## src/rtl/stdp_pkg.sv

```systemverilog
// Shared defaults and saturating arithmetic for the STDP synapse array.
package stdp_pkg;

  localparam int unsigned DEF_NUM_PRE  = 4;
  localparam int unsigned DEF_TIME_W   = 8;
  localparam int unsigned DEF_WEIGHT_W = 8;
  localparam int unsigned DEF_WINDOW   = 16;
  localparam int unsigned DEF_LTP_STEP = 4;
  localparam int unsigned DEF_LTD_STEP = 2;
  localparam int unsigned DEF_W_INIT   = 128;

  // a + b, clamped to max_v
  function automatic logic [31:0] sat_add(input logic [31:0] a, input logic [31:0] b,
                                          input logic [31:0] max_v);
    logic [31:0] r;
    if (b > (max_v - a)) r = max_v;
    else                 r = a + b;
    return r;
  endfunction

  // a - b, clamped to 0
  function automatic logic [31:0] sat_sub(input logic [31:0] a, input logic [31:0] b);
    logic [31:0] r;
    if (b > a) r = 32'd0;
    else       r = a - b;
    return r;
  endfunction

endpackage

```

## src/rtl/stdp_channel.sv

```systemverilog
// One synapse: pre-spike timer, weight register, LTP/LTD decision and change flag.
// Define STDP_DECAY_EN to scale the step down with spike distance (STEP >> (dt >> 2)).
module stdp_channel
  import stdp_pkg::*;
#(
  parameter int unsigned TIME_W   = DEF_TIME_W,
  parameter int unsigned WEIGHT_W = DEF_WEIGHT_W,
  parameter int unsigned WINDOW   = DEF_WINDOW,
  parameter int unsigned LTP_STEP = DEF_LTP_STEP,
  parameter int unsigned LTD_STEP = DEF_LTD_STEP,
  parameter int unsigned W_INIT   = DEF_W_INIT
) (
  input  logic                clk,
  input  logic                rst,
  input  logic                en,
  input  logic                pre_spike,
  input  logic                post_spike,
  input  logic [TIME_W-1:0]   post_timer,
  output logic [WEIGHT_W-1:0] weight,
  output logic                update_flag
);

  localparam logic [31:0]       W_MAX = 32'((64'd1 << WEIGHT_W) - 64'd1);
  localparam logic [TIME_W-1:0] WIN   = TIME_W'(WINDOW);

  logic [TIME_W-1:0]   pre_timer;
  logic                ltp_c;
  logic                ltd_c;
  logic [31:0]         ltp_step_c;
  logic [31:0]         ltd_step_c;
  logic [WEIGHT_W-1:0] next_w_c;

  // Learning decision uses timer values held before this edge
  always_comb begin
    ltp_c    = en && post_spike && !pre_spike && (pre_timer < WIN);
    ltd_c    = en && pre_spike && !post_spike && (post_timer < WIN);
`ifdef STDP_DECAY_EN
    ltp_step_c = 32'(LTP_STEP) >> (pre_timer >> 2);
    ltd_step_c = 32'(LTD_STEP) >> (post_timer >> 2);
`else
    ltp_step_c = 32'(LTP_STEP);
    ltd_step_c = 32'(LTD_STEP);
`endif
    next_w_c = weight;
    if (ltp_c)      next_w_c = WEIGHT_W'(sat_add(32'(weight), ltp_step_c, W_MAX));
    else if (ltd_c) next_w_c = WEIGHT_W'(sat_sub(32'(weight), ltd_step_c));
  end

  always_ff @(posedge clk or posedge rst) begin
    if (rst) begin
      pre_timer   <= '1;
      weight      <= WEIGHT_W'(W_INIT);
      update_flag <= 1'b0;
    end else begin
      update_flag <= 1'b0;
      if (en) begin
        if (pre_spike)              pre_timer <= '0;
        else if (pre_timer != '1)   pre_timer <= pre_timer + TIME_W'(1);
        weight      <= next_w_c;
        update_flag <= (next_w_c != weight);
      end
    end
  end

endmodule

```

## src/rtl/stdp_array.sv

```systemverilog
// Array of STDP synapses sharing one postsynaptic timer, with a registered weight read port.
// Optional macro STDP_DECAY_EN selects distance-scaled steps inside stdp_channel.
module stdp_array
  import stdp_pkg::*;
#(
  parameter int unsigned NUM_PRE  = DEF_NUM_PRE,
  parameter int unsigned TIME_W   = DEF_TIME_W,
  parameter int unsigned WEIGHT_W = DEF_WEIGHT_W,
  parameter int unsigned WINDOW   = DEF_WINDOW,
  parameter int unsigned LTP_STEP = DEF_LTP_STEP,
  parameter int unsigned LTD_STEP = DEF_LTD_STEP,
  parameter int unsigned W_INIT   = DEF_W_INIT,
  localparam int unsigned IDX_W   = (NUM_PRE > 1) ? $clog2(NUM_PRE) : 1
) (
  input  logic                clk,
  input  logic                rst,
  input  logic                en,
  input  logic [NUM_PRE-1:0]  pre_spike,
  input  logic                post_spike,
  input  logic                rd_en,
  input  logic [IDX_W-1:0]    rd_idx,
  output logic [WEIGHT_W-1:0] rd_weight,
  output logic                rd_valid,
  output logic [NUM_PRE-1:0]  update_flag
);

  logic [TIME_W-1:0]   post_timer;
  logic [WEIGHT_W-1:0] weights [NUM_PRE];
  logic [WEIGHT_W-1:0] rd_data_c;

  always_ff @(posedge clk or posedge rst) begin
    if (rst) begin
      post_timer <= '1;
    end else if (en) begin
      if (post_spike)             post_timer <= '0;
      else if (post_timer != '1)  post_timer <= post_timer + TIME_W'(1);
    end
  end

  for (genvar g = 0; g < NUM_PRE; g++) begin : g_ch
    stdp_channel #(
      .TIME_W  (TIME_W),
      .WEIGHT_W(WEIGHT_W),
      .WINDOW  (WINDOW),
      .LTP_STEP(LTP_STEP),
      .LTD_STEP(LTD_STEP),
      .W_INIT  (W_INIT)
    ) u_ch (
      .clk        (clk),
      .rst        (rst),
      .en         (en),
      .pre_spike  (pre_spike[g]),
      .post_spike (post_spike),
      .post_timer (post_timer),
      .weight     (weights[g]),
      .update_flag(update_flag[g])
    );
  end

  // Out-of-range indices read as zero
  always_comb begin
    rd_data_c = '0;
    for (int i = 0; i < int'(NUM_PRE); i++) begin
      if (32'(rd_idx) == 32'(i)) rd_data_c = weights[i];
    end
  end

  always_ff @(posedge clk or posedge rst) begin
    if (rst) begin
      rd_weight <= '0;
      rd_valid  <= 1'b0;
    end else begin
      rd_valid <= rd_en;
      if (rd_en) rd_weight <= rd_data_c;
    end
  end

endmodule

```

## config.mk

```make
export PLATFORM = sky130hd
export DESIGN_NAME = stdp_array
export DESIGN_NICKNAME = d
export VERILOG_FILES = /design/src/rtl/stdp_pkg.sv /design/src/rtl/stdp_channel.sv /design/src/rtl/stdp_array.sv
export SDC_FILE = /design/constraint.sdc
export NUM_CORES = 1
export LEC_CHECK = 0
export BUFFER_PORTS_ARGS = -buffer_cell sky130_fd_sc_hd__buf_4
export CAP_MARGIN = 25
export CORE_ASPECT_RATIO = 1.4
export CORE_MARGIN = 3
export CORE_UTILIZATION = 25
export CTS_CLUSTER_DIAMETER = 30
export CTS_CLUSTER_SIZE = 12
export DETAILED_ROUTE_END_ITERATION = 16
export PLACE_DENSITY = 0.45
export SLEW_MARGIN = 25
export SYNTH_ARGS = -nofsm -noshare
export SYNTH_HDL_FRONTEND = slang
export SYNTH_SLANG_ARGS = --single-unit
export TNS_END_PERCENT = 1
```

## constraint.sdc

```tcl
create_clock -name clk -period 3.15 [get_ports clk]
set_input_delay 0.315 -clock clk [delete_from_list [all_inputs] [get_ports clk]]
set_output_delay 0.315 -clock clk [all_outputs]
set_load 0.01 [all_outputs]
```

After elaboration in Yosys (flattened, before gate mapping)
Cells that the tools add are included.
- multiplexer cells: 34
- $add $sub $neg: 17
- reduce and logical (&&, ||, !) cells: 37
- magnitude comparators: 13
- equal/unequal tests: 12
- operator list (kind ; number):
    8-bit two-way mux ; 30
    3-bit by 32-bit > comparator with 1-bit output, first input constant ; 4
    8-bit by 1-bit adder with 8-bit output, second input constant ; 5
    8-bit by 5-bit less-than comparator with 1-bit output, second input constant ; 5
    8-bit inequality test, second input constant ; 5
    8-bit by 8-bit subtractor with 9-bit output, first input constant ; 4
    8-bit by 3-bit adder with 8-bit output, second input constant ; 4
    2-bit by 8-bit > comparator with 1-bit output, first input constant ; 4
    8-bit inequality test ; 4
    8-bit by 2-bit subtractor with 8-bit output, second input constant ; 4
    1-bit logical AND ; 21
    2-bit AND reduction ; 5
    2-bit nonzero test ; 5
    1-bit zero test ; 5
    2-bit equality test, second input constant ; 2
    1-bit two-way mux ; 4
    2-bit by 1-bit equality test with 1-bit output, second input constant ; 1
    2-bit zero test ; 1
- input port bits: 11
- register bits after elaboration: 85

Longest topological paths before layout
Gate-level depths: netlist of run 1.
- word-level depth: 7
- mapped depth: 9

Modules after synthesis
Synthesis of run 1 repeated with hierarchy kept, for this count alone.
- cell total of the unflattened synthesis: 651
- area, all modules: 6241.0 um2
- by module, submodules not included (module ; area an instance (um2) ; cells each ; times used ; seq. area each (um2)):
    stdp_channel ; 1305.0 ; 144 ; 4 ; 436.7
    stdp_array ; 1021.0 ; 75 ; 1 ; 435.4

Worst setup path before layout of run 1
Ideal clock, no wire load.
- kind: register -> register
- from: register g_ch[3].u_ch.weight[2]
- to: register g_ch[3].u_ch.update_flag
- library setup time: 0.147 ns
- path buffers: 0
- setup slack: 1.136 ns
- required time: 3.003 ns
- data arrival time: 1.867 ns
- cell stages (with the launch flop): 7
- path through: dfrtp_1 > inv_1 > ha_1 > a311oi_1 > o221ai_1 > o311ai_0 > o2111ai_1
- longest elaborated chain between the ends: 6
- elaborated cells on any way between the ends: 11
- RTL lines (element ; RTL line ; RTL):
    start: declaration ; stdp_channel.sv:19 ; output logic [WEIGHT_W-1:0] weight,
    start signal: assignment ; stdp_channel.sv:52 ; weight <= WEIGHT_W'(W_INIT);
    start signal: assignment ; stdp_channel.sv:59 ; weight <= next_w_c;
    8-bit by 8-bit subtractor with 9-bit output (tied with other cells) ; stdp_pkg.sv:16 ; if (b > (max_v - a)) r = max_v;
    3-bit by 32-bit > comparator with 1-bit output or 8-bit two-way mux (tied branches) ; stdp_pkg.sv:16, stdp_pkg.sv:24 ;
    8-bit two-way mux (on tied branches) ; stdp_pkg.sv:16, stdp_channel.sv:46 ;
    8-bit two-way mux ; stdp_channel.sv:45 ; if (ltp_c) next_w_c = WEIGHT_W'(sat_add(32'(weight), ltp_step_c, W_MAX));
    8-bit inequality test * ; stdp_channel.sv:60 ; update_flag <= (next_w_c != weight);
    1-bit two-way mux * ; stdp_channel.sv:56 ; if (en) begin
    end signal: assignment ; stdp_channel.sv:60 ;
    end: declaration ; stdp_channel.sv:20 ; output logic update_flag
Mark *: on every way between the ends. The rest lies on a longest branch, timed or not.
A chain may end at the register's enable or synchronous reset.

Worst setup path after layout of run 1
- from: register post_timer[4]
- to: register g_ch[0].u_ch.weight[5]
- longest elaborated chain between the ends: 4
- RTL lines (element ; RTL line ; RTL):
    start: declaration ; stdp_array.sv:27 ; logic [TIME_W-1:0] post_timer;
    start signal: assignment ; stdp_array.sv:36 ; else if (post_timer != '1) post_timer <= post_timer + TIME_W'(1);
    8-bit by 5-bit less-than comparator with 1-bit output ; stdp_channel.sv:36 ; ltd_c = en && pre_spike && !post_spike && (post_timer < WIN);
    1-bit logical AND ; stdp_channel.sv:36 ;
    8-bit two-way mux ; stdp_channel.sv:46 ; else if (ltd_c) next_w_c = WEIGHT_W'(sat_sub(32'(weight), ltd_step_c));
    8-bit two-way mux ; stdp_channel.sv:45 ;
    end signal: assignment ; stdp_channel.sv:52 ;
    end signal: assignment ; stdp_channel.sv:59 ;
    end: declaration ; stdp_channel.sv:19 ;
Every way passes these cells.

==> summary.json, run 1 <==
{
  "status": {"value": "finished clean"},
  "die-height": {"value": 181, "unit": "µm"},
  "max_ir_drop_vdd": {"value": 0.255, "unit": "mV"},
  "numCtsBuffers": {"value": 9},
  "postRouteWirelength": {"value": 13800, "unit": "µm"},
  "report.final.setup_viol": {"value": 0},
  "clk_root_buffer_cell": {"value": "clkbuf_16"},
  "final_common_cell": {"value": "nor2_1"},
  "layout_worst_path_cycle_share": {"value": 0.730},
  "netlist-cell-type-count": {"value": 69},
  "worst_slew_margin_rel": {"value": 0.392},
  "vias_per_cell": {"value": 5.04},
  "worst_r2r_path_depth": {"value": 5},
  "timing_worst_slew_pin_value": {"value": 0.904, "unit": "ns"},
  "post_cts_resized": {"value": 0},
  "core_region_area": {"value": 21400, "unit": "µm²"},
  "final.fill_count": {"value": 2286},
  "max-cap-violations": {"value": 0},
  "cts_hold_buf": {"value": 0},
  "dpl_worst_slack": {"value": 0.843, "unit": "ns"},
  "cts.clk_slew.worst_paths": {"value": 0.07, "unit": "ns"},
  "worstReg2RegStart": {"value": "post_timer[4]"},
  "area_growth": {"value": 13.8, "unit": "%"},
  "final_antenna_net_count": {"value": 0},
  "post_cts_buffers": {"value": 0},
  "tritoncts_clock_tree": {"value": "done"},
  "synthesized_area": {"value": 5480, "unit": "µm²"},
  "period_minus_slack": {"value": 2.30, "unit": "ns"},
  "cts_max_path_buffers": {"value": 2},
  "setup.worst_path.class": {"value": "flop to flop"},
  "timing.final.max_slew_violations": {"value": 0},
  "synthesized_area_per_cell": {"value": 9.20, "unit": "µm²"},
  "grt_max_degree": {"value": 86},
  "gp_congestion": {"value": 0.846},
  "globalRouteTotalUtil": {"value": 0.119},
  "worstSkewPairLatency": {"value": 0.35, "unit": "ns"},
  "remaining_drc_errors": {"value": 0},
  "worst_path_max_delay_cell": {"value": "nor4_4"},
  "ys_seq_area_frac": {"value": 0.398},
  "num_vias": {"value": 4564},
  "core.rowCount": {"value": 63},
  "finClkSkew": {"value": 0.00898, "unit": "ns"},
  "startpoint_kind_of_the_worst_setup_timing_path": {"value": "flop"},
  "post_synthesis_net_count": {"value": 632},
  "yosys_warnings": {"value": 0},
  "async_set_reset_flop_share_out_of_synthesis": {"value": 1.00},
  "setup_total_negative_slack": {"value": 0, "unit": "ns"},
  "rrSetupSlack": {"value": 0.85, "unit": "ns"},
  "floorplan.io_pins": {"value": 24},
  "rsz0062_at_grt": {"value": "false"},
  "setup.worst_path.end_class": {"value": "flop"},
  "final_cell_mix": {"value": "57 x nor2_1, 44 x dfstp_2, 41 x nand2_1, 41 x dfrtp_1, 38 x a21oi_1"},
  "worst-path-buf-inv": {"value": 0},
  "comb_power_share": {"value": 0.310},
  "final_core_utilization": {"value": 0.292},
  "postSynthCellCount": {"value": 596},
  "timing.hold.worst.class": {"value": "input pin to asynchronous set/reset pin"},
  "timing.critical_path.slowest_cell_delay": {"value": 0.66, "unit": "ns"},
  "cts_sinks": {"value": 85},
  "num-nets-final": {"value": 644},
  "number_of_enable_type_register_cells_in_the_synthesized_netlist": {"value": 0},
  "timing.rr.end": {"value": "g_ch[0].u_ch.weight[5]"},
  "p_leak": {"value": 2.32, "unit": "nW"},
  "arrival": {"value": 2.56, "unit": "ns"},
  "grt_antenna_before_repair": {"value": 0},
  "synth_top_flop_cell": {"value": "dfstp_2"},
  "p_int": {"value": 2.66, "unit": "mW"},
  "drive_gt1_frac": {"value": 0.204},
  "critPathTopFamily": {"value": "simple AND/OR/NAND/NOR gates"},
  "max_clock_freq": {"value": 435, "unit": "MHz"},
  "number_of_global_route_vias_before_repair": {"value": 4690},
  "insertedDiodeCount": {"value": 0},
  "grt_overflow": {"value": 0},
  "global_route_wire_length_before_repair": {"value": 23500, "unit": "µm"},
  "dieArea": {"value": 23800, "unit": "µm²"},
  "p_sw": {"value": 1.67, "unit": "mW"},
  "clock_power_frac": {"value": 0.237},
  "worst_path_cell_trace": {"value": "nor4_4 -> nand4_1 -> nor3_1 -> mux2_2 -> o21ai_0"},
  "setup_slack": {"value": 0.850, "unit": "ns"},
  "cp_max_fo": {"value": 10},
  "cts_max_level": {"value": 3},
  "timing.final.hold_violations": {"value": 0},
  "power.share.switching": {"value": 0.385},
  "drtIter0Drc": {"value": 269},
  "ys_ff_latch": {"value": 85},
  "power_density": {"value": 695, "unit": "nW/µm²"},
  "start_util": {"value": 0.257},
  "die_outline_width": {"value": 131, "unit": "µm"},
  "drt_pre_antenna_iters": {"value": 4},
  "port-buffer-count": {"value": 23},
  "timing.critical_path.required": {"value": 3.41, "unit": "ns"},
  "dp.final_hpwl": {"value": 9950, "unit": "µm"},
  "power.sequential.fraction": {"value": 0.453},
  "wl_per_cell": {"value": 15.2, "unit": "µm"}
}
-- power by group through the flow --
stage / clock (mW) / combinational [mW] / sequential, mW
detailed placement: 0 / 1.35 / 1.98
finish: 1.03 / 1.34 / 1.96
CTS: 1.07 / 1.36 / 1.96
global route: 1.11 / 1.53 / 2.04
floorplan: 0 / 1.12 / 1.72
global placement: 0 / 1.33 / 1.97
-- sequential cells by signal, summed over array words and instances, names as in the netlist --
| name | flops |
|---|---|
| g_ch.u_ch.weight | 32 |
| g_ch.u_ch.pre_timer | 32 |
| post_timer | 8 |
| rd_valid | 1 |
| rd_weight | 8 |
| g_ch.u_ch.update_flag | 4 |
-- tightest hold or removal path: stages --
cell	delay, ns
buf_4	0.11
clkinv_2	0.05
buf_12	0.38
-- Yosys cell counts (3+ instances only) --
| library cell | instances | area share |
|---|---|---|
| clkbuf_1 | 17 | 0.012 |
| dfrtp_1 | 41 | 0.19 |
| o21a_1 | 6 | 0.0082 |
| o31ai_1 | 6 | 0.0082 |
| a32o_1 | 3 | 0.0055 |
| a211oi_1 | 7 | 0.0096 |
| mux4_2 | 8 | 0.033 |
| or2_2 | 5 | 0.0057 |
| o211ai_1 | 8 | 0.011 |
| a311oi_1 | 4 | 0.0064 |
| buf_4 | 4 | 0.0055 |
| dfstp_2 | 44 | 0.21 |
| or4_1 | 4 | 0.0055 |
| and3_1 | 5 | 0.0057 |
| nor4_1 | 7 | 0.0080 |
| nand2_1 | 41 | 0.028 |
| nor2_1 | 57 | 0.039 |
| o21bai_1 | 3 | 0.0041 |
| ha_1 | 25 | 0.057 |
| inv_1 | 30 | 0.021 |
| a21oi_1 | 38 | 0.035 |
| a21o_1 | 6 | 0.0082 |
| buf_2 | 6 | 0.0055 |
| mux2i_1 | 3 | 0.0055 |
| o21ai_0 | 31 | 0.028 |
| o22ai_1 | 6 | 0.0069 |
| and2_1 | 7 | 0.0080 |
| o41ai_2 | 3 | 0.0089 |
| nor3_1 | 25 | 0.023 |
| nand2b_1 | 5 | 0.0057 |
| buf_1 | 3 | 0.0021 |
| xnor2_1 | 19 | 0.030 |
| nand3_1 | 32 | 0.029 |
| a211o_1 | 3 | 0.0048 |
| or3_1 | 23 | 0.026 |
| mux2_2 | 9 | 0.018 |
| nand4_1 | 8 | 0.0091 |
-- layer usage --
metal,wire [µm],track usage
met3,346,0.0234
met4,211,0.0458
met5,0,0
met2,7020,0.212
met1,6200,0.140
-- through the flow --
| stage | instances | hold WS (ns) | area, µm² | power (mW) |
|---|---|---|---|---|
| floorplan | 596 | 0.346 | 5480 | 2.84 |
| global placement | 889 | 0.462 | 5960 | 3.30 |
| detailed placement | 889 | 0.472 | 5960 | 3.33 |
| CTS | 905 | 0.0935 | 6240 | 4.39 |
| global route | 905 | 0.113 | 6240 | 4.68 |
| finish | 905 | 0.0776 | 6240 | 4.33 |
-- cell type report --
type,instances,area [µm²],area share
timing repair buffer,32,253,0.0405
multi-input combinational,450,3050,0.488
sequential,85,2180,0.350
clock buffer,12,246,0.0395
inverter,30,114,0.0183
tap,292,365,0.0586
clock inverter,4,31.3,0.00502
-- how the worst max path moves through the flow --
stage                              from                        to  slack [ns]  cells past startpoint
after floorplan                     rst  g_ch[0].u_ch.update_flag        0.71                      1
after global placement    post_timer[4]  g_ch[0].u_ch.update_flag        0.85                      5
after detailed placement  post_timer[4]  g_ch[0].u_ch.update_flag        0.84                      5
after CTS                 post_timer[4]  g_ch[0].u_ch.update_flag        0.82                      5
after global routing      post_timer[4]    g_ch[0].u_ch.weight[5]        0.64                      5
final                     post_timer[4]    g_ch[0].u_ch.weight[5]        0.85                      5
-- cells by family after synthesis --
kind of cell / after synthesis / synth area share
adders and majority gates: 25 / 0.0571
DFF: 85 / 0.398
buffers and inverters: 61 / 0.0461
muxes: 20 / 0.0568
AOI/OAI and AO/OA: 152 / 0.190
and+or+nand+nor: 232 / 0.218
xor gates and xnor gates: 21 / 0.0336
No activity file was read; power rests on OpenSTA's default activity.
==> run 2: changes to the inputs <==
--- a/config.mk
+++ b/config.mk
@@ -5,6 +5,7 @@
 export SDC_FILE = /design/constraint.sdc
 export NUM_CORES = 1
 export LEC_CHECK = 0
+export ABC_AREA = 1
 export BUFFER_PORTS_ARGS = -buffer_cell sky130_fd_sc_hd__buf_4
 export CAP_MARGIN = 25
 export CORE_ASPECT_RATIO = 1.4
@@ -13,7 +14,7 @@
 export CTS_CLUSTER_DIAMETER = 30
 export CTS_CLUSTER_SIZE = 12
 export DETAILED_ROUTE_END_ITERATION = 16
-export PLACE_DENSITY = 0.45
+export PLACE_DENSITY = 0.46
 export SLEW_MARGIN = 25
 export SYNTH_ARGS = -nofsm -noshare
 export SYNTH_HDL_FRONTEND = slang
==> constraint.sdc (replaced) <==
create_clock -name clk -period 2.1 [get_ports clk]
set_input_delay 0.21 -clock clk [delete_from_list [all_inputs] [get_ports clk]]
set_output_delay 0.21 -clock clk [all_outputs]
set_load 0.01 [all_outputs]
==> run 2 against run 1 <==
  * The flow now finishes with violations (hold timing)
  * Worst hold slack lost 0.096 ns
  * Sequential power up 27%
  * Routed wire length grew 6.2%
  * Via count up 12%
  * Combinational power is 110% higher
  * Core utilization is 0.13 points higher
  * Final area increased by 9.5%
  * Critical endpoint is now g_ch[2].u_ch.update_flag
==> summary.json, run 2 <==
{
  "status": {"value": "finished, violations left"},
  "violated_checks": {"value": "hold timing"},
  "max_ir_drop_vdd": {"value": 0.453, "unit": "mV", "change": "+78%"},
  "final_cell_mix": {"value": "222 x nand2_1, 97 x inv_1, 62 x nor2_1, 55 x nand3_1, 44 x dfstp_2"},
  "layout_top_registers": {"value": "g_ch.u_ch.pre_timer x32, g_ch.u_ch.weight x32"},
  "gp_congestion": {"value": 0.820, "change": "-3.1%"},
  "final.fill_count": {"value": 2553, "change": "+12%"},
  "synthesized_area_per_cell": {"value": 7.38, "unit": "µm²", "change": "-20%"},
  "clk_root_buffer_cell": {"value": "clkbuf_16"},
  "multi_input_area": {"value": 3210, "unit": "µm²", "change": "+5.3%"},
  "netlist-cell-type-count": {"value": 44, "change": "-36%"},
  "top_post_synthesis_cells_by_area": {"value": "dfstp_2 20%, dfrtp_1 17%, nand2_1 14%"},
  "dp.final_hpwl": {"value": 11200, "unit": "µm", "change": "+12%"},
  "max-cap-violations": {"value": 0, "change": "unchanged"},
  "floorplan.io_pins": {"value": 24, "change": "unchanged"},
  "ys_ff_latch": {"value": 85, "change": "unchanged"},
  "port-buffer-count": {"value": 23, "change": "unchanged"},
  "worstSkewPairLatency": {"value": 0.35, "unit": "ns", "change": "about the same"},
  "start_util": {"value": 0.254, "change": "-0.00230"},
  "yosys_warnings": {"value": 0, "change": "unchanged"},
  "cts_max_level": {"value": 3, "change": "unchanged"},
  "arrival": {"value": 2.15, "unit": "ns", "change": "-0.41 ns"},
  "timing.final.max_slew_violations": {"value": 0, "change": "unchanged"},
  "setup.worst_path.class": {"value": "flop to flop"},
  "final_antenna_net_count": {"value": 0, "change": "unchanged"},
  "core_region_area": {"value": 23300, "unit": "µm²", "change": "+9.0%"},
  "die-height": {"value": 188, "unit": "µm", "change": "+3.8%"},
  "post_cts_buffers": {"value": 0, "change": "unchanged"},
  "vias_per_cell": {"value": 4.44, "change": "-12%"},
  "numCtsBuffers": {"value": 9, "change": "unchanged"},
  "area_growth": {"value": 15.4, "unit": "%"},
  "number_of_global_route_vias_before_repair": {"value": 5039, "change": "+7.4%"},
  "synthesized_area": {"value": 5920, "unit": "µm²", "change": "+8.0%"},
  "num-nets-final": {"value": 872, "change": "+35%"},
  "drt_pre_antenna_iters": {"value": 5, "change": "+1"},
  "finClkSkew": {"value": 0.00716, "unit": "ns", "change": "-0.00182 ns"},
  "synth_top_cells_by_count": {"value": "222 x nand2_1, 98 x inv_1, 62 x nor2_1"},
  "dieArea": {"value": 25600, "unit": "µm²", "change": "+7.7%"},
  "post_synthesis_net_count": {"value": 838, "change": "+33%"},
  "global_route_wire_length_before_repair": {"value": 24800, "unit": "µm", "change": "+5.7%"},
  "startpoint_kind_of_the_worst_setup_timing_path": {"value": "flop"},
  "drtIter0Drc": {"value": 282, "change": "+4.8%"},
  "post_cts_resized": {"value": 0, "change": "unchanged"},
  "p_leak": {"value": 3.12, "unit": "nW", "change": "+35%"},
  "postSynthCellCount": {"value": 802, "change": "+35%"},
  "globalRouteTotalUtil": {"value": 0.121, "change": "+0.00209"},
  "netlist.top_cell.by_area": {"value": "dfstp_2"},
  "cts_hold_buf": {"value": 0, "change": "unchanged"},
  "die_outline_width": {"value": 136, "unit": "µm", "change": "+3.8%"},
  "setup_total_negative_slack": {"value": 0, "unit": "ns", "change": "unchanged"},
  "timing.hold.ws": {"value": -0.0184, "unit": "ns", "change": "-0.0960 ns"},
  "wl_per_cell": {"value": 12.7, "unit": "µm", "change": "-16%"},
  "cp_max_fo": {"value": 6, "change": "-4"},
  "async_set_reset_flop_share_out_of_synthesis": {"value": 1.00, "change": "unchanged"},
  "layout_worst_path_cycle_share": {"value": 0.913, "change": "+0.183"},
  "synth_top_flop_cell": {"value": "dfstp_2"},
  "final_core_utilization": {"value": 0.293, "change": "+0.00132"},
  "period_minus_slack": {"value": 1.92, "unit": "ns", "change": "-0.382 ns"},
  "postRouteWirelength": {"value": 14600, "unit": "µm", "change": "+6.2%"},
  "max_clock_freq": {"value": 521, "unit": "MHz", "change": "+20%"},
  "report.final.setup_viol": {"value": 0, "change": "unchanged"},
  "core.rowCount": {"value": 66, "change": "+4.8%"},
  "num_vias": {"value": 5096, "change": "+12%"},
  "cts.clk_slew.worst_paths": {"value": 0.06, "unit": "ns", "change": "about the same"},
  "ys_seq_area_frac": {"value": 0.369, "change": "-0.0296"},
  "worst_slew_margin_rel": {"value": 0.682, "change": "+0.290"},
  "yosys.area.top_type_share": {"value": 0.195, "change": "-0.0157"},
  "seq_area": {"value": 2190, "unit": "µm²", "change": "+0.17%"},
  "grt_overflow": {"value": 0, "change": "unchanged"},
  "power_density": {"value": 1020, "unit": "nW/µm²", "change": "+47%"},
  "rsz0062_at_grt": {"value": "false"},
  "insertedDiodeCount": {"value": 0, "change": "unchanged"},
  "timing.critical_path.required": {"value": 2.33, "unit": "ns", "change": "-1.08 ns"},
  "number_of_enable_type_register_cells_in_the_synthesized_netlist": {"value": 0, "change": "unchanged"},
  "timing.hold.worst.class": {"value": "input pin to asynchronous set/reset pin"},
  "cts_sinks": {"value": 85, "change": "unchanged"},
  "tritoncts_clock_tree": {"value": "done"},
  "setup.worst_path.end_class": {"value": "flop"},
  "most_used_standard_cell_by_instance_count_after_synthesis": {"value": "nand2_1"},
  "grt_max_degree": {"value": 86, "change": "unchanged"},
  "final_common_cell": {"value": "nand2_1"},
  "cts_max_path_buffers": {"value": 2, "change": "unchanged"},
  "timing_worst_slew_pin_value": {"value": 0.475, "unit": "ns", "change": "-0.430 ns"},
  "timing.final.hold_violations": {"value": 13, "change": "+13"},
  "drive_gt1_frac": {"value": 0.182, "change": "-0.0220"},
  "remaining_drc_errors": {"value": 0, "change": "unchanged"},
  "grt_antenna_before_repair": {"value": 0, "change": "unchanged"}
}
## run 2: changes by cell type in the layout (fill, tap and decap cells not counted), sizes merged, moves of 8 or more
cell / before / now
inv: 31 / 112
nand3: 32 / 55
and2: 8 / 0
mux4: 8 / 0
o21ai: 31 / 42
xor2: 2 / 26
nor4: 9 / 1
nor2: 57 / 72
nor3: 27 / 18
nand2: 41 / 238
or3: 23 / 0
xnor2: 19 / 7
mux2: 9 / 0
## run 2: per-stage QoR
| stage | power, mW | cell area (µm²) | std cells | setup WS (ns) | hold slack, ns |
|---|---|---|---|---|---|
| 2_1_floorplan | 4.50 | 5920 | 802 | 0.430 | 0.241 |
| 3_3_place_gp | 5.34 | 6510 | 1131 | 0.0948 | 0.390 |
| 3_5_place_dp | 5.31 | 6510 | 1131 | 0.148 | 0.391 |
| 4_1_cts | 7.11 | 6830 | 1147 | 0.115 | 0.00687 |
| 5_1_grt | 7.65 | 6830 | 1147 | 0.00200 | 0.0251 |
| 6_report | 6.97 | 6830 | 1147 | 0.182 | -0.0184 |
## run 2: layout make-up
cell class / count / share of cell area
clock buffers: 11 / 0.0387
clock inverters: 5 / 0.00806
inverters: 117 / 0.0665
multi-input cells: 587 / 0.469
flip-flops and latches: 85 / 0.320
well taps: 306 / 0.0561
repair buffers: 36 / 0.0414
## run 2: metal layers
metal / up-vias / part of all wire / global-route usage
li1: 2660 / - / -
met3: 21 / 0.016 / 0.0185
met4: 0 / 0.027 / 0.0551
met5: - / 0 / 0
met2: 36 / 0.54 / 0.221
met1: 2379 / 0.42 / 0.135
## run 2: final timing paths
check	from	end	slack (ns)	cells past startpoint
worst max-delay path	g_ch[2].u_ch.weight[2]	g_ch[2].u_ch.update_flag	0.18	12
worst min-delay path	rst	g_ch[3].u_ch.update_flag	-0.02	3
worst max register to register	g_ch[2].u_ch.weight[2]	g_ch[2].u_ch.update_flag	0.18	12
worst min register to register	g_ch[2].u_ch.pre_timer[4]	g_ch[2].u_ch.pre_timer[4]	0.48	2
max in group asynchronous	rst	g_ch[2].u_ch.pre_timer[6]	1.71	3
min in group clk	pre_spike[0]	g_ch[0].u_ch.pre_timer[7]	0.03	2
## run 2: power breakdown
| part | switching (mW) | total [mW] | leakage (nW) | internal [mW] |
|---|---|---|---|---|
| registers | 0.430 | 2.48 | 0.887 | 2.05 |
| logic | 1.67 | 2.77 | 2.07 | 1.10 |
| clock network | 0.700 | 1.73 | 0.161 | 1.03 |
| total | 2.80 | 6.97 | 3.12 | 4.18 |
## run 2: critical path: stages (launching register included)
cell and delay (ns):
dfrtp_1 0.43, ha_1 0.22, nand2_1 0.11, nor3_2 0.23, nand2_1 0.07, nand2_1 0.16, inv_2 0.09, nand2_1 0.08
nand2_2 0.06, nand2_1 0.06, nand2_1 0.05, nor2_1 0.17, nand2_1 0.07
## run 2: cell families after synthesis
logic type	synth area share
buffers and inverters	0.0900
xor gates and xnor gates	0.0488
AOI/OAI and AO/OA	0.126
and+or+nand+nor	0.314
adders and majority gates	0.0528
DFF	0.369
